`src/rtl/hdmi_pkg.sv`:
```
// rtl/hdmi_pkg.sv - shared source indices and scheduler FSM states for the HDMI packet scheduler
package hdmi_pkg;

    localparam int SRC_AUDIO   = 0;
    localparam int SRC_ACR     = 1;
    localparam int SRC_IF_BASE = 2;

    typedef enum logic {
        ST_IDLE   = 1'b0,
        ST_DECIDE = 1'b1
    } sched_state_t;

endpackage

```
`src/rtl/hdmi_rr_arbiter.sv`:
```
// rtl/hdmi_rr_arbiter.sv - round-robin picker: first requester strictly after ptr, wrapping to index 0
module hdmi_rr_arbiter #(
    parameter int N  = 3,
    parameter int PW = (N > 1) ? $clog2(N) : 1
) (
    input  logic [N-1:0]  req,
    input  logic [PW-1:0] ptr,
    output logic [N-1:0]  grant
);

    logic [N-1:0] above;
    logic [N-1:0] hi;

    always_comb begin
        above = '0;
        for (int j = 0; j < N; j++) begin
            above[j] = (j > int'(ptr));
        end
    end

    // Lowest set bit of the upper window wins; otherwise wrap to the lowest requester overall.
    assign hi    = req & above;
    assign grant = (hi != '0) ? (hi & (~hi + N'(1))) : (req & (~req + N'(1)));

endmodule

```
`src/rtl/hdmi_packet_scheduler.sv`:
```
// rtl/hdmi_packet_scheduler.sv - data island packet scheduler (audio > ACR > due InfoFrames round-robin); null stats under HDMI_PKT_STATS_EN
module hdmi_packet_scheduler
    import hdmi_pkg::*;
#(
    parameter int NUM_SRC       = 5,
    parameter int MAX_AUDIO_RUN = 3
) (
    input  logic                       clk_pixel,
    input  logic                       reset,
    input  logic                       packet_enable,
    input  logic                       video_field_end,
    input  logic [NUM_SRC-1:0]         req,
    output logic [NUM_SRC-1:0]         grant,
    output logic [$clog2(NUM_SRC)-1:0] sel,
    output logic                       null_packet,
    output logic [15:0]                null_count
);

    localparam int NUM_IF = NUM_SRC - SRC_IF_BASE;
    localparam int SW     = $clog2(NUM_SRC);
    localparam int PW     = (NUM_IF > 1) ? $clog2(NUM_IF) : 1;
    localparam int RW     = $clog2(MAX_AUDIO_RUN + 1);

    sched_state_t      state, state_next;
    logic              pending, pending_next;
    logic              decide;
    logic [NUM_IF-1:0] due;
    logic [PW-1:0]     rr_ptr;
    logic [RW-1:0]     audio_run;

    logic [NUM_IF-1:0]  if_req, if_gnt;
    logic               if_any, starve, win_if;
    logic [NUM_SRC-1:0] win_grant;
    logic [SW-1:0]      win_sel;
    logic [PW-1:0]      if_idx;

    assign if_req = req[NUM_SRC-1:SRC_IF_BASE] & due;
    assign if_any = |if_req;
    // A full audio run yields the slot to a waiting InfoFrame, bypassing ACR as well.
    assign starve = if_any && (audio_run == RW'(MAX_AUDIO_RUN));

    hdmi_rr_arbiter #(.N(NUM_IF), .PW(PW)) u_rr (
        .req   (if_req),
        .ptr   (rr_ptr),
        .grant (if_gnt)
    );

    always_comb begin
        state_next   = state;
        pending_next = pending;
        decide       = 1'b0;
        case (state)
            ST_IDLE: begin
                if (packet_enable || pending) begin
                    decide       = 1'b1;
                    state_next   = ST_DECIDE;
                    pending_next = pending && packet_enable;
                end
            end
            ST_DECIDE: begin
                state_next   = ST_IDLE;
                pending_next = pending || packet_enable;
            end
            default: state_next = ST_IDLE;
        endcase
    end

    always_comb begin
        win_grant = '0;
        win_sel   = sel;
        win_if    = 1'b0;
        if_idx    = rr_ptr;
        if (req[SRC_AUDIO] && !starve) begin
            win_grant[SRC_AUDIO] = 1'b1;
            win_sel              = SW'(SRC_AUDIO);
        end else if (req[SRC_ACR] && !starve) begin
            win_grant[SRC_ACR] = 1'b1;
            win_sel            = SW'(SRC_ACR);
        end else if (if_any) begin
            win_if                               = 1'b1;
            win_grant[NUM_SRC-1:SRC_IF_BASE]     = if_gnt;
            for (int j = 0; j < NUM_IF; j++) begin
                if (if_gnt[j]) begin
                    if_idx  = PW'(j);
                    win_sel = SW'(j + SRC_IF_BASE);
                end
            end
        end
    end

    always_ff @(posedge clk_pixel) begin
        if (reset) begin
            state       <= ST_IDLE;
            pending     <= 1'b0;
            grant       <= '0;
            sel         <= '0;
            null_packet <= 1'b0;
            due         <= '0;
            rr_ptr      <= PW'(NUM_IF - 1);
            audio_run   <= '0;
        end else begin
            state       <= state_next;
            pending     <= pending_next;
            grant       <= decide ? win_grant : '0;
            null_packet <= decide && (win_grant == '0);
            if (decide) begin
                sel <= win_sel;
                if (win_grant[SRC_AUDIO])
                    audio_run <= (audio_run == RW'(MAX_AUDIO_RUN)) ? audio_run : audio_run + 1'b1;
                else
                    audio_run <= '0;
                if (win_if)
                    rr_ptr <= if_idx;
            end
            // Field end re-arms every InfoFrame, overriding a clear from a same-cycle grant.
            if (video_field_end)
                due <= '1;
            else if (decide && win_if)
                due <= due & ~if_gnt;
        end
    end

`ifdef HDMI_PKT_STATS_EN
    logic [15:0] null_acc, null_acc_next;

    always_comb begin
        null_acc_next = null_acc;
        if (null_packet && (null_acc != 16'hFFFF))
            null_acc_next = null_acc + 16'd1;
    end

    always_ff @(posedge clk_pixel) begin
        if (reset) begin
            null_acc   <= '0;
            null_count <= '0;
        end else if (video_field_end) begin
            null_count <= null_acc_next;
            null_acc   <= '0;
        end else begin
            null_acc <= null_acc_next;
        end
    end
`else
    assign null_count = '0;
`endif

endmodule
```
`config.mk`:
```
export PLATFORM = sky130hd
export DESIGN_NAME = hdmi_packet_scheduler
export DESIGN_NICKNAME = d
export VERILOG_FILES = /design/src/rtl/hdmi_pkg.sv /design/src/rtl/hdmi_rr_arbiter.sv /design/src/rtl/hdmi_packet_scheduler.sv
export SDC_FILE = /design/constraint.sdc
export NUM_CORES = 1
export LEC_CHECK = 0
export BUFFER_PORTS_ARGS = -buffer_cell sky130_fd_sc_hd__buf_2
export CAP_MARGIN = 10
export CORE_MARGIN = 4
export CORE_UTILIZATION = 51
export CTS_BUF_LIST = sky130_fd_sc_hd__clkbuf_16
export DETAILED_ROUTE_END_ITERATION = 6
export PLACE_DENSITY = 0.84
export RECOVER_POWER = 25
export SLEW_MARGIN = 20
export SYNTH_ARGS = -nofsm -noshare
export SYNTH_HDL_FRONTEND = slang
export SYNTH_SLANG_ARGS = --single-unit
export TNS_END_PERCENT = 20
```
`constraint.sdc`:
```
create_clock -name clk_pixel -period 2.7 [get_ports clk_pixel]
set_clock_uncertainty 0.05 [all_clocks]
set_input_delay 0.27 -clock clk_pixel [delete_from_list [all_inputs] [get_ports clk_pixel]]
set_output_delay 0.27 -clock clk_pixel [all_outputs]
set_load 0.1 [all_outputs]
```
**Word-level counts from Yosys, hierarchy flattened**

Cells that the tools add are included.

- Register bits after elaboration: 18
- Latch bits: 0
- RAM bits: 0
- Bits in read-only memories: 0
- Input bits: 9
- Word-level logic and storage cells: 74
- Memories kept: 0

- $add $sub $neg: 3
- Multiply operators: 0
- Div/mod/pow operators: 0
- Magnitude comparators: 2
- Equal/unequal tests: 3
- Shift operators: 0
- Muxes and demuxes: 27
- Bitwise gates (word level): 12
- Reduce and logical (&&, ||, !) cells: 19

Operator list:

| kind | number |
|---|---|
| $mux W3 | 11 |
| $and A3 B3 Y3 | 5 |
| $mux W2 | 5 |
| $not A3 Y3 | 3 |
| $reduce_bool A3 Y1 | 3 |
| $mux W1 | 8 |
| $add A3 B1 Y3 const B | 2 |
| $logic_and A1 B1 Y1 | 6 |
| $reduce_and A6 Y1 | 1 |
| $logic_not A5 Y1 | 1 |
| $reduce_bool A5 Y1 | 1 |
| $mux W4 | 1 |
| $ne A2 B2 Y1 const B | 2 |
| $not A1 Y1 | 4 |
| $pmux W1 S2 | 2 |
| $reduce_and A3 Y1 | 1 |
| $reduce_or A3 Y1 | 1 |
| $add A2 B1 Y2 const B | 1 |
| $eq A2 B2 Y1 const B | 1 |
| $gt A1 B2 Y1 const A | 1 |
| $gt A2 B2 Y1 const A | 1 |
| $reduce_and A2 Y1 | 1 |
| $reduce_bool A2 Y1 | 1 |
| $reduce_or A2 Y1 | 1 |
| other kinds (2) | 2 |

**Longest topological paths before layout**

Gate-level depths: netlist of the first run.

- Depth in word-level cells: 12
- Mapped depth: 6
- Mapped depth without buffers: 5

**Modules after synthesis**

A second synthesis of the first run with hierarchy kept.

- Cells, all modules: 109
- Area, all modules: 932.1 um^2

Modules (own cells, without submodules):

| module | times used | cells each | area each (um^2) | seq. area each (um^2) |
|---|---|---|---|---|
| hdmi_packet_scheduler | 1 | 99 | 873.3 | 360.3 |
| hdmi_rr_arbiter | 1 | 10 | 58.8 | 0.0 |

**Least setup slack after synthesis of the first run**

Ideal clock, no wire load.

- Kind: reg2reg
- Start: reg audio_run[0]
- End: reg due[0]
- Data arrival time: 1446 ps
- Data required time: 2518 ps
- Slack: 1071 ps
- Stages on the path, launching flop included: 7
- Period minus slack after synthesis: 1629 ps
- Cells stage by stage: dfxtp_1 > ha_1 > o21ba_2 > or3_1 > buf_6 > o31ai_1 > a21oi_1

- Cells in the longest elaborated chain, start to end: 8
- Elaborated cells on any way between the ends: 9
- Those cells by class: 1 x eq/ne; 2 x mux; 6 x reduce/logical

Ends and longest elaborated chain:

| what | RTL line | source |
|---|---|---|
| start: declaration | hdmi_packet_scheduler.sv:29 | `logic [RW-1:0] audio_run;` |
| start signal: assignment | hdmi_packet_scheduler.sv:109 | `audio_run <= (audio_run == RW'(MAX_AUDIO_RUN)) ? audio_run : audio_run + 1'b1;` |
| $eq A2 B2 Y1 * | hdmi_packet_scheduler.sv:40 | `assign starve = if_any && (audio_run == RW'(MAX_AUDIO_RUN));` |
| $logic_and A1 B1 Y1 * | hdmi_packet_scheduler.sv:40 |  |
| $logic_not A1 Y1 * | hdmi_packet_scheduler.sv:73, hdmi_packet_scheduler.sv:76 |  |
| $logic_and A1 B1 Y1 | hdmi_packet_scheduler.sv:76 | `end else if (req[SRC_ACR] && !starve) begin` |
| $mux W1 | hdmi_packet_scheduler.sv:76 |  |
| $mux W1 * | hdmi_packet_scheduler.sv:73 | `if (req[SRC_AUDIO] && !starve) begin` |
| $logic_and A1 B1 Y1 * | hdmi_packet_scheduler.sv:118 | `else if (decide && win_if)` |
| $reduce_bool A2 Y1 (no source line) * | n/a |  |
| end signal: assignment | hdmi_packet_scheduler.sv:119 | `due <= due & ~if_gnt;` |
| end: declaration | hdmi_packet_scheduler.sv:27 | `logic [NUM_IF-1:0] due;` |

Every way passes the cells marked *; elsewhere a longest branch is shown, timed or not.
A chain may end at the register's enable or synchronous reset.

**Worst setup path after layout of the first run**

- Start: reg due[1]
- End: reg sel[2]

- Cells in the longest elaborated chain, start to end: 11
- Elaborated cells on any way between the ends: 23
- Those cells by class: 2 x add/sub; 6 x mux; 6 x bitwise; 9 x reduce/logical

Ends and longest elaborated chain:

| what | RTL line | source |
|---|---|---|
| $and A3 B3 Y3 * | hdmi_packet_scheduler.sv:37 | `assign if_req = req[NUM_SRC-1:SRC_IF_BASE] & due;` |
| $and A3 B3 Y3 | hdmi_rr_arbiter.sv:22 | `assign hi = req & above;` |
| $not A3 Y3 | hdmi_rr_arbiter.sv:23 | `assign grant = (hi != '0) ? (hi & (~hi + N'(1))) : (req & (~req + N'(1)));` |
| $add A3 B1 Y3 | hdmi_rr_arbiter.sv:23 |  |
| $and A3 B3 Y3 | hdmi_rr_arbiter.sv:23 |  |
| $mux W3 | hdmi_rr_arbiter.sv:23 |  |
| $mux W3 (2 in a row) | hdmi_packet_scheduler.sv:83 | `if (if_gnt[j]) begin` |
| $mux W3 | hdmi_packet_scheduler.sv:79 | `end else if (if_any) begin` |
| $mux W3 | hdmi_packet_scheduler.sv:76 |  |
| $mux W3 | hdmi_packet_scheduler.sv:73 |  |
| end signal: assignment | hdmi_packet_scheduler.sv:107 | `sel <= win_sel;` |
| end: declaration | hdmi_packet_scheduler.sv:14 | `output logic [$clog2(NUM_SRC)-1:0] sel,` |

Every way passes the cells marked *; elsewhere a longest branch is shown, timed or not. The select of a mux whose other input is x is not followed.

==> parameters.txt, run 1 <==
Parameter                              Value

Placed design
  Final RePlAce weighted congestion ... approximately 0.84
  # port buffers ... 17
  HPWL after detailed placement ... ~1.4 mm
  Pre-CTS setup slack ... about 0.77 ns

Floorplan
  Initial core utilization ... 0.535
  Row cnt ... 15
  Die boundary width ... a little over 50 um
  Number of top-level pins ... 34
  Die extent in y ... around 50 um
  Area of the placeable core ... between 1500 and 2000 um2
  Overall die area ... roughly 2500 um2

Pwr
  Peak supply drop ... around 0.38 mV
  Relative contribution of the clock network to total power ... 0.380
  Relative contribution of combinational cells to total power ... 0.242
  Portion of total power attributed to sequential cells ... 0.377
  Design internal power ... between 0.4 and 0.5 mW
  Leakage power ... ~0.44 nW
  Pwr Density ... 737 nW/um2
  Proportion of total power due to net switching ... 0.339
  Switching power summed over all nets ... approximately 0.26 mW

STA
  Final TNS setup ... 0 ns
  Unrepaired setup endpoints after global routing ... false
  Final setup violation count ... 0
  Slew of the pin with the lowest slew margin ... ~1.2 ns
  Period utilisation layout ... 0.719
  Number of hold-slack violations in the final timing report ... 0
  Worst slew margin relative to its limit ... 0.216
  Final worst path period need ... ~1.9 ns
  Fin worst setup slack ... 0.760 ns
  Max Slew Vio Count ... 0
  Post-Route Hold Slack ... between 0.2 and 0.25 ns
  FMAX ... approximately 0.52 GHz

CTS
  Number of sinks on the clock net ... 18
  Max Root-Sink Buffers ... 2
  Clock root buffer ... sky130_fd_sc_hd__clkbuf_16
  # Post-CTS Setup Buffers ... 0
  Clock H-tree levels ... 1
  Number of buffers inserted during clock tree synthesis ... 3
  Clock tree from TritonCTS ... yes
  Post-cts hold buffer count ... 0
  Clock Pin Slew Worst Setup and Hold Paths ... 0.05 ns
  Post-CTS sizing ... 0
  Clock latency reported for the late side of the worst-skew pair ... about 0.24 ns

Logic synthesis
  Share of async-settable or async-resettable flops after synthesis ... 0
  Number of instances in the synthesized netlist ... around 110
  Arithmetic-cell share of the synthesized area counting full adders, half adders and majority gates ... 0.0137
  Post-Syn Area per Cell ... between 8 and 9 um2
  Multiplexer area fraction after synthesis ... 0.0110
  Main combinational cell family by area after synthesis ... compound AO/OA/AOI/OAI gates
  EDFF count, synth ... 0
  Sequential fraction of the synthesis area ... 0.395
  Xor/xnor share of the synthesized area ... 0
  Synth area leaders ... sky130_fd_sc_hd__dfxtp_1 (39%), sky130_fd_sc_hd__buf_4 (13%), sky130_fd_sc_hd__a21oi_1 (5.5%)
  Proportion of netlist area held by the largest area contributor ... 0.395
  Area fraction in compound gates after synthesis ... 0.214
  Synth area leader ... sky130_fd_sc_hd__dfxtp_1
  Number of synthesized register bits ... 18
  Unique cell type count in the Yosys netlist ... 33
  Dominant synthesized flop cell ... sky130_fd_sc_hd__dfxtp_1
  Yosys warnings ... 0
  Basic-gate share of the synthesized area counting and, or, nand and nor cells ... 0.195
  Summed instance area of the synthesized netlist ... around 900 um2

Global route
  Pin count of the biggest net entering global routing ... 15
  Vias in the first global route ... 687
  Number of antenna violations at the first check in global routing ... 0
  GRT overflow ... 0
  Global-route wire length before repair ... between 2 and 3 mm
  Global router's overall resource usage ... 0.149

Cells and area
  Share of cells above drive strength 1 ... 0.138
  Highest-count cells in the layout ignoring fill and taps ... sky130_fd_sc_hd__dfxtp_1 (18), sky130_fd_sc_hd__conb_1 (16), sky130_fd_sc_hd__buf_2 (12), sky130_fd_sc_hd__a21oi_1 (10), sky130_fd_sc_hd__nand2_1 (8)
  Final-stage net count ... roughly 130
  Commonest non-fill, non-tap cell in the layout ... sky130_fd_sc_hd__dfxtp_1
  Layout area overhead ... 12.1%
  Fillers ... 164
  Antenna diode instance count ... 0

Run status
  Result of the run ... finished, final reports clean

Route
  Total length of routed wires ... between 1.5 and 2 mm
  Post-detailed-route DRC marker count ... 0
  Count of antenna-violating nets left after detailed routing ... 0
  Via count ... 750
  Via density per instance ... between 5 and 6
  1st-iter DRT viols ... 22
  Per-cell routed wire length ... ~12 um
  Number of detailed-route iterations in the first pass ... 6

Run
  Number of max-cap violations ... 0

Setup path
  Library cell contributing the largest single delay on the critical path ... sky130_fd_sc_hd__a222oi_1
  Worst path depth ... 4
  Arrival time of data at the critical path endpoint ... between 2 and 2.5 ns
  Setup crit end kind ... flip-flop
  Critical path's top delay family ... compound AO/OA/AOI/OAI gates
  Slowest cell delay on critical path ... just over 0.8 ns
  Maximum fanout encountered on the critical timing path ... 8
  Sum of buffers and inverters on the critical path ... 0
  Series of cell instances along the critical path ... a222oi_1, or3_1, nor3_2, nand3b_1
  Critical Path RT ... between 2 and 3 ns
  Register-to-Register Setup Slack ... ~0.76 ns
  Length in cells of the worst reg-to-reg path ... 4
  Start-to-end type of the worst setup path ... flip-flop to flip-flop
  Critical Path Source Type ... flip-flop

Hold path
  Hold Path Stages ... 2
  Worst hold path class ... input port to flip-flop
## flip-flops by register name, summed over array words and instances (netlist names)
register and flops:
audio_run 2, due 3, grant 5, null_packet 1, pending 1, rr_ptr 2, sel 3, state 1
## area by class of cell
class                      count  area [um2]  area share
multi-input combinational     79         455       0.445
sequential                    18         360       0.352
timing repair buffer          17        78.8      0.0770
clock buffer                   3        75.1      0.0733
tap                           25        31.3      0.0306
inverter                       5        18.8      0.0183
clock inverter                 1        3.75     0.00367
## synth_stat cells (all sizes together), types with 3 or more instances
library cell  count
nand3b            4
nand2             8
o31ai             3
dfxtp            18
nor2              5
buf              17
a21oi            10
inv               5
o21ai             3
nor3              5
## worst paths after layout
| kind | to | startpoint |
|---|---|---|
| min | grant[1]$_SDFF_PP0_ | req[0] |
| min reg2reg | pending$_SDFFE_PP0P_ | state$_SDFF_PP0_ |
| max | sel[2]$_SDFFE_PP0P_ | due[1]$_SDFFE_PP0P_ |
| max reg2reg | sel[2]$_SDFFE_PP0P_ | due[1]$_SDFFE_PP0P_ |
## power by group through the flow
stage | clock network, mW | registers, mW | logic [mW]
final | 0.287 | 0.285 | 0.183
after global routing | 0.309 | 0.286 | 0.191
after CTS | 0.293 | 0.284 | 0.182
after detailed placement | 0 | 0.290 | 0.181
after global placement | 0 | 0.289 | 0.178
after floorplan | 0 | 0.312 | 0.154
## worst register-to-register path: stages (launching register included)
cell and delay [ns]:
sky130_fd_sc_hd__dfxtp_1 0.36, sky130_fd_sc_hd__a222oi_1 0.83, sky130_fd_sc_hd__or3_1 0.36, sky130_fd_sc_hd__nor3_2 0.06, sky130_fd_sc_hd__nand3b_1 0.16
## through the flow
| step | cells | area [um2] | utilization | power, mW |
|---|---|---|---|---|
| global route | 148 | 1020 | 0.599 | 0.786 |
| global placement | 144 | 951 | 0.557 | 0.468 |
| CTS | 148 | 1030 | 0.603 | 0.759 |
| floorplan | 120 | 970 | - | 0.466 |
| detailed placement | 144 | 951 | 0.557 | 0.471 |
| finish | 148 | 1020 | 0.599 | 0.754 |
## cells by family (layout without fill, tap and decap cells)
kind of cell | after synthesis | count (layout)
flops | 18 | 18
mux | 1 | 1
other cells | 1 | 16
simple gates | 32 | 32
buf+inv | 23 | 26
fa+ha+maj | 1 | 1
compound gates | 29 | 29
## per-layer routing
| metal | GRT usage | part of all wire |
|---|---|---|
| met5 | 0 | 0 |
| met4 | 0.0448 | 0.0088 |
| met3 | 0.0208 | 0.051 |
| met2 | 0.261 | 0.52 |
| met1 | 0.186 | 0.42 |
Power figures use the tool's default switching activity.
==> run 2, diff against run 1 <==
CORE_UTILIZATION = 43   (was 51)
PLACE_DENSITY = 0.76   (was 0.84)
clock period = 1.7 ns   (was 2.7 ns; I/O delays follow)
==> run 2 against run 1 <==
Compared with the run above: clock power up 59%; die area up 16%; maximum frequency up 20%; first-iteration DRC count up 32%; final area up 3.9%; largest cell class unchanged; highest routed layer unchanged.
==> parameters.txt, run 2 (same netlist as run 1, synthesis figures left out) <==
Parameter                              Value

Global route
  Number of antenna violations at the first check in global routing ... 0 (unchanged)
  GRT overflow ... 0 (unchanged)
  GR Util met3 ... 0.0332 (+0.0125)
  Global router's overall resource usage ... 0.132 (-0.0161)
  Met1 Usage GRT ... 0.156 (-0.0310)
  Pin count of the biggest net entering global routing ... 15 (unchanged)
  Global-route wire length before repair ... 2.81 mm (-5.4%)
  Vias in the first global route ... 664 (-3.3%)
  Met2 track utilization from global routing ... 0.224 (-0.0371)
  Global-route layer with the greatest usage ... met2

STA
  Final setup violation count ... 0 (unchanged)
  Unrepaired setup endpoints after global routing ... false
  Final worst path period need ... 1.61 ns (-0.327 ns)
  Max Slew Vio Count ... 0 (unchanged)
  Period utilisation layout ... 0.949 (+0.230)
  Number of hold-slack violations in the final timing report ... 0 (unchanged)
  Final TNS setup ... 0 ns (unchanged)
  Fin worst setup slack ... 0.0866 ns (-0.673 ns)
  Worst slew margin relative to its limit ... 0.642 (+0.426)
  Slew of the pin with the lowest slew margin ... 0.539 ns (-0.642 ns)
  FMAX ... 0.620 GHz (+20%)

Cells and area
  Biggest registers after layout ... grant (5), due (3), sel (3)
  Layout area overhead ... 16.4%
  Share of cells above drive strength 1 ... 0.214 (+0.0761)
  Commonest non-fill, non-tap cell in the layout ... sky130_fd_sc_hd__dfxtp_1
  Antenna diode instance count ... 0 (unchanged)
  Number of flip-flops under the largest register name ... 5 (unchanged)
  Final-stage net count ... 138 (+3.0%)
  Fillers ... 189 (+15%)
  Cell Count, Final, Fillers Out ... 153 (+3.4%)
  Highest-count cells in the layout ignoring fill and taps ... sky130_fd_sc_hd__dfxtp_1 (18), sky130_fd_sc_hd__conb_1 (16), sky130_fd_sc_hd__buf_2 (12), sky130_fd_sc_hd__a21oi_1 (10), sky130_fd_sc_hd__nand2_1 (8)
  Register ranked first by flip-flop count ... grant

Setup path
  Slowest cell delay on critical path ... 0.47 ns (-0.36 ns)
  Critical Path RT ... 1.79 ns (-0.99 ns)
  Start-to-end type of the worst setup path ... flip-flop to flip-flop
  Setup crit end kind ... flip-flop
  Series of cell instances along the critical path ... a222oi_1, buf_4, nand2b_1, nand2_1, a31o_1
  Arrival time of data at the critical path endpoint ... 1.70 ns (-0.32 ns)
  RR Endpoint ... sel[0]$_SDFFE_PP0P_
  Maximum fanout encountered on the critical timing path ... 7 (-1)
  Length in cells of the worst reg-to-reg path ... 5 (+1)
  Register-to-Register Setup Slack ... 0.09 ns (-0.67 ns)
  Sum of buffers and inverters on the critical path ... 1 (+1)
  Critical Path Source Type ... flip-flop
  Critical path's top delay family ... compound AO/OA/AOI/OAI gates
  Library cell contributing the largest single delay on the critical path ... sky130_fd_sc_hd__a222oi_1
  Source of the worst register-to-register timing path ... due[0]$_SDFFE_PP0P_

Pwr
  Relative contribution of combinational cells to total power ... 0.249 (+0.007)
  Design internal power ... 0.798 mW (+60%)
  Peak supply drop ... 0.625 mV (+65%)
  Proportion of total power due to net switching ... 0.340 (+0.00136)
  Pwr Density ... 1140 nW/um2 (+54%)
  Switching power summed over all nets ... 0.412 mW (+61%)
  Portion of total power attributed to sequential cells ... 0.373 (-0.004)
  Leakage power ... 0.478 nW (+8.4%)
  Relative contribution of the clock network to total power ... 0.378 (-0.002)

Placed design
  # port buffers ... 17 (unchanged)
  DP Cell Count ... 150 (+4.2%)
  HPWL after detailed placement ... 1.35 mm (-0.96%)
  Pre-CTS setup slack ... 0.0706 ns (-0.704 ns)
  Final RePlAce weighted congestion ... 0.784 (-6.6%)

CTS
  Number of sinks on the clock net ... 18 (unchanged)
  Clock latency reported for the late side of the worst-skew pair ... 0.25 ns (about the same)
  Number of buffers inserted during clock tree synthesis ... 3 (unchanged)
  Clock root buffer ... sky130_fd_sc_hd__clkbuf_16
  Max Root-Sink Buffers ... 2 (unchanged)
  Clock tree from TritonCTS ... yes
  Clock H-tree levels ... 1 (unchanged)
  Clock Pin Slew Worst Setup and Hold Paths ... 0.05 ns (about the same)

Route
  Post-detailed-route DRC marker count ... 0 (unchanged)
  Via density per instance ... 5.03 (-0.69%)
  Count of antenna-violating nets left after detailed routing ... 0 (unchanged)
  Total length of routed wires ... 1.81 mm (-0.28%)
  Via count ... 770 (+2.7%)
  Number of detailed-route iterations in the first pass ... 4 (-2)
  Per-cell routed wire length ... 11.8 um (-3.5%)
  1st-iter DRT viols ... 29 (+32%)

Floorplan
  Die extent in y ... 54.1 um (+7.5%)
  Number of top-level pins ... 34 (unchanged)
  Area of the placeable core ... 1980 um2 (+16%)
  Overall die area ... 2930 um2 (+16%)
  Die boundary width ... 54.1 um (+7.5%)
  Row cnt ... 16 (+1)
  Initial core utilization ... 0.461 (-0.0739)

Hold path
  Hold Path Stages ... 3 (+1)
  Hold Crit Start ... packet_enable
  Min-Delay Endpoint ... pending$_SDFFE_PP0P_
  Worst hold path class ... input port to flip-flop

Run status
  Result of the run ... finished, final reports clean

Run
  Number of max-cap violations ... 0 (unchanged)
==> run 2: changes by cell type in the layout (fill, tap and decap cells not counted), sizes merged <==
cell / delta
clkinv: -1
buf: +4
==> run 2: layout make-up <==
cell class              count  area [um2]  area share
inverters                   5        18.8      0.0176
flip-flops and latches     18         360       0.339
multi-input cells          79         460       0.433
well taps                  27        33.8      0.0318
clock buffers               3        75.1      0.0706
repair buffers             21         115       0.108
==> run 2: worst max path at each step <==
| stage | start | to | cells past startpoint |
|---|---|---|---|
| global placement | audio_run[0]$_SDFFE_PP0P_ | due[0]$_SDFFE_PP0P_ | 5 |
| CTS | audio_run[0]$_SDFFE_PP0P_ | due[0]$_SDFFE_PP0P_ | 5 |
| global route | due[0]$_SDFFE_PP0P_ | sel[0]$_SDFFE_PP0P_ | 5 |
| detailed placement | audio_run[0]$_SDFFE_PP0P_ | due[0]$_SDFFE_PP0P_ | 5 |
| floorplan | audio_run[0]$_SDFFE_PP0P_ | due[0]$_SDFFE_PP0P_ | 6 |
| finish | due[0]$_SDFFE_PP0P_ | sel[0]$_SDFFE_PP0P_ | 5 |
==> run 2: metal layers <==
layer  vias up  part of all wire
li1        387                 -
met4         0             0.010
met3         2             0.082
met1       353              0.42
met5         -                 0
met2        28              0.49
==> run 2: per-stage QoR <==
stage / total power [mW] / hold WS, ns / instance area [um2] / utilization
3_3_place_gp: 0.753 / 0.386 / 983 / 0.496
5_1_grt: 1.24 / 0.161 / 1060 / 0.537
2_1_floorplan: 0.740 / 0.193 / 970 / -
6_report: 1.21 / 0.137 / 1060 / 0.537
4_1_cts: 1.21 / 0.132 / 1060 / 0.534
3_5_place_dp: 0.756 / 0.392 / 983 / 0.496
==> run 2: repair_timing <==
| action | in CTS | in global routing |
|---|---|---|
| resized for setup | 0 | 1 |
| setup buffers | 0 | 0 |
| hold buffers | 0 | 0 |
| setup endpoints to repair | 0 | 2 |
==> run 2: worst reg2reg max path: cells and delay by family (launching register included) <==
| family | cells | cell delay (ns) |
|---|---|---|
| AND/OR/NAND/NOR | 2 | 0.21 |
| buffers and inverters | 1 | 0.23 |
| flip-flops | 1 | 0.34 |
| AO/OA/AOI/OAI | 2 | 0.68 |
==> run 2: power groups by stage <==
stage / registers [mW] / clock network [mW] / logic, mW
4_1_cts: 0.450 / 0.464 / 0.298
3_5_place_dp: 0.459 / 0 / 0.298
6_report: 0.451 / 0.457 / 0.302
2_1_floorplan: 0.495 / 0 / 0.245
5_1_grt: 0.452 / 0.472 / 0.317
3_3_place_gp: 0.458 / 0 / 0.295
==> run 3, diff against run 2 <==
--- a/config.mk
+++ b/config.mk
@@ -12,5 +12,5 @@
 export CTS_BUF_LIST = sky130_fd_sc_hd__clkbuf_16
 export DETAILED_ROUTE_END_ITERATION = 6
-export PLACE_DENSITY = 0.76
+export PLACE_DENSITY = 0.74
 export RECOVER_POWER = 25
 export SLEW_MARGIN = 20
==> constraint.sdc (replaced) <==
create_clock -name clk_pixel -period 1.7 [get_ports clk_pixel]
set_clock_uncertainty 0.05 [all_clocks]
set_input_delay 0.085 -clock clk_pixel [delete_from_list [all_inputs] [get_ports clk_pixel]]
set_output_delay 0.085 -clock clk_pixel [all_outputs]
set_load 0.1 [all_outputs]
==> run 3 against run 2 <==
Compared with the run above: sequential power is essentially flat; first-iteration DRC count shrank 31%; clock power shrank 2%; sequential share of layout area grew 0.078 points; die area is the same; maximum frequency grew 1.5%; cell count shrank 0.65%; register-to-register slack gained 0.02 ns; hold slack lost 0.078 ns; utilization grew 0.063 points; critical path depth is the same.
==> parameters.txt, run 3 (same netlist as run 1, synthesis figures left out) <==
Parameter                              Value

STA
  Period utilisation layout ... 0.935 (-0.0143)
  Unrepaired setup endpoints after global routing ... false
  Worst slew margin relative to its limit ... 0.641 (-0.00138)
  Slew of the pin with the lowest slew margin ... 0.541 ns (+0.00208 ns)
  FMAX ... 0.629 GHz (+1.5%)
  Max Slew Vio Count ... 0 (unchanged)
  Final worst path period need ... 1.59 ns (-0.0243 ns)
  Number of hold-slack violations in the final timing report ... 0 (unchanged)
  Final setup violation count ... 0 (unchanged)
  Final TNS setup ... 0 ns (unchanged)
  Post-Route Hold Slack ... 0.0590 ns (-0.0779 ns)

Cells and area
  Fillers ... 190 (+0.53%)
  Area occupied by multi-input gates ... 468 um2 (+1.6%)
  Number of flip-flops under the largest register name ... 5 (unchanged)
  Antenna diode instance count ... 0 (unchanged)
  Layout area overhead ... 16.6%
  Share of cells above drive strength 1 ... 0.224 (+0.00971)
  Biggest registers after layout ... grant (5), due (3), sel (3)
  Highest-count cells in the layout ignoring fill and taps ... sky130_fd_sc_hd__dfxtp_1 (17), sky130_fd_sc_hd__conb_1 (16), sky130_fd_sc_hd__buf_2 (12), sky130_fd_sc_hd__a21oi_1 (10), sky130_fd_sc_hd__nand2_1 (8)
  Final Util ... 0.537 (+0.000631)
  Final-stage net count ... 137 (-0.72%)
  Register ranked first by flip-flop count ... grant
  Sequential cell area ... 362 um2 (+0.35%)
  Commonest non-fill, non-tap cell in the layout ... sky130_fd_sc_hd__dfxtp_1

Placed design
  Final RePlAce weighted congestion ... 0.751 (-4.2%)
  # port buffers ... 17 (unchanged)
  HPWL after detailed placement ... 1.33 mm (-1.5%)

Floorplan
  Initial core utilization ... 0.461 (unchanged)
  Die extent in y ... 54.1 um (unchanged)
  Area of the placeable core ... 1980 um2 (unchanged)
  Overall die area ... 2930 um2 (unchanged)
  Row cnt ... 16 (unchanged)
  Number of top-level pins ... 34 (unchanged)
  Die boundary width ... 54.1 um (unchanged)

Setup path
  Setup crit end kind ... flip-flop
  Critical Path RT ... 1.77 ns (-0.02 ns)
  Worst path depth ... 5 (unchanged)
  Series of cell instances along the critical path ... ha_1, o21ba_2, or3_4, o31ai_1, a21oi_1
  Critical path's top delay family ... compound AO/OA/AOI/OAI gates
  Critical Path Source Type ... flip-flop
  Length in cells of the worst reg-to-reg path ... 5 (unchanged)
  Slowest cell delay on critical path ... 0.38 ns (-0.09 ns)
  Maximum fanout encountered on the critical timing path ... 7 (unchanged)
  Arrival time of data at the critical path endpoint ... 1.66 ns (-0.04 ns)
  Sum of buffers and inverters on the critical path ... 0 (-1)
  Library cell contributing the largest single delay on the critical path ... sky130_fd_sc_hd__or3_4
  Start-to-end type of the worst setup path ... flip-flop to flip-flop

Pwr
  Peak supply drop ... 0.514 mV (-18%)
  Pwr Density ... 1130 nW/um2 (-0.76%)
  PnR Total Power ... 1.20 mW (-0.64%)
  Leakage power ... 0.480 nW (+0.30%)

CTS
  Number of sinks on the clock net ... 18 (unchanged)
  Clock latency reported for the late side of the worst-skew pair ... 0.24 ns (about the same)
  Clock Pin Slew Worst Setup and Hold Paths ... 0.05 ns (about the same)
  Number of buffers inserted during clock tree synthesis ... 3 (unchanged)
  Max Root-Sink Buffers ... 2 (unchanged)
  Clock root buffer ... sky130_fd_sc_hd__clkbuf_16
  Clock tree from TritonCTS ... yes
  Clock H-tree levels ... 1 (unchanged)

Global route
  Global-route wire length before repair ... 2.83 mm (+0.75%)
  Number of antenna violations at the first check in global routing ... 0 (unchanged)
  GRT overflow ... 0 (unchanged)
  Pin count of the biggest net entering global routing ... 15 (unchanged)
  Vias in the first global route ... 685 (+3.2%)
  Global router's overall resource usage ... 0.135 (+0.00279)

Route
  Via count ... 757 (-1.7%)
  1st-iter DRT viols ... 20 (-31%)
  Via density per instance ... 4.98 (-1.0%)
  Count of antenna-violating nets left after detailed routing ... 0 (unchanged)
  Post-detailed-route DRC marker count ... 0 (unchanged)
  Total length of routed wires ... 1.85 mm (+2.3%)
  Per-cell routed wire length ... 12.2 um (+3.0%)
  Number of detailed-route iterations in the first pass ... 6 (+2)

Run status
  Result of the run ... finished, final reports clean

Hold path
  Worst hold path class ... input port to flip-flop
  Hold Path Stages ... 2 (-1)

Run
  Number of max-cap violations ... 0 (unchanged)
[run 3: cell type report]
| type | instances | area share |
|---|---|---|
| multi-input combinational | 79 | 0.439 |
| sequential | 18 | 0.340 |
| timing repair buffer | 20 | 0.101 |
| clock buffer | 3 | 0.0705 |
| tap | 27 | 0.0317 |
| inverter | 5 | 0.0176 |
[run 3: worst paths after layout]
check	start	end	slack, ns
max	audio_run[0]$_SDFFE_PP0P_	due[0]$_SDFFE_PP0P_	0.11
min reg2reg	state$_SDFF_PP0_	pending$_SDFFE_PP0P_	0.43
max reg2reg	audio_run[0]$_SDFFE_PP0P_	due[0]$_SDFFE_PP0P_	0.11
min	req[0]	grant[1]$_SDFF_PP0_	0.06
[run 3: repair_timing]
action,in CTS,in global routing
setup endpoints to repair,0,3
hold buffers,0,0
setup buffers,0,0
resized for setup,0,3
[run 3: stage by stage]
step	setup WS [ns]	cell area [um2]	instances
finish	0.111	1060	152
global route	0.00467	1060	152
CTS	0.0304	1050	152
detailed placement	0.0576	976	149
global placement	0.128	976	149
floorplan	0.0715	970	120
[run 3: layer usage]
layer / GRT usage / wire length, um / vias up
met4: 0.0705 / 19 / 0
met3: 0.0332 / 129 / 2
met1: 0.159 / 809 / 346
li1: - / - / 384
met5: 0 / 0 / -
met2: 0.226 / 894 / 25
[run 3: report_power, final]
group	switching, mW	leakage [nW]	total (mW)	internal [mW]
combinational	0.251	0.296	0.300	0.0488
sequential	0.0137	0.147	0.453	0.440
clock	0.140	0.0370	0.448	0.308
[run 3: worst register-to-register path, cell delays in order, from the launching register on]
cell,delay (ns)
sky130_fd_sc_hd__dfxtp_1,0.35
sky130_fd_sc_hd__ha_1,0.18
sky130_fd_sc_hd__o21ba_2,0.18
sky130_fd_sc_hd__or3_4,0.38
sky130_fd_sc_hd__o31ai_1,0.24
sky130_fd_sc_hd__a21oi_1,0.09
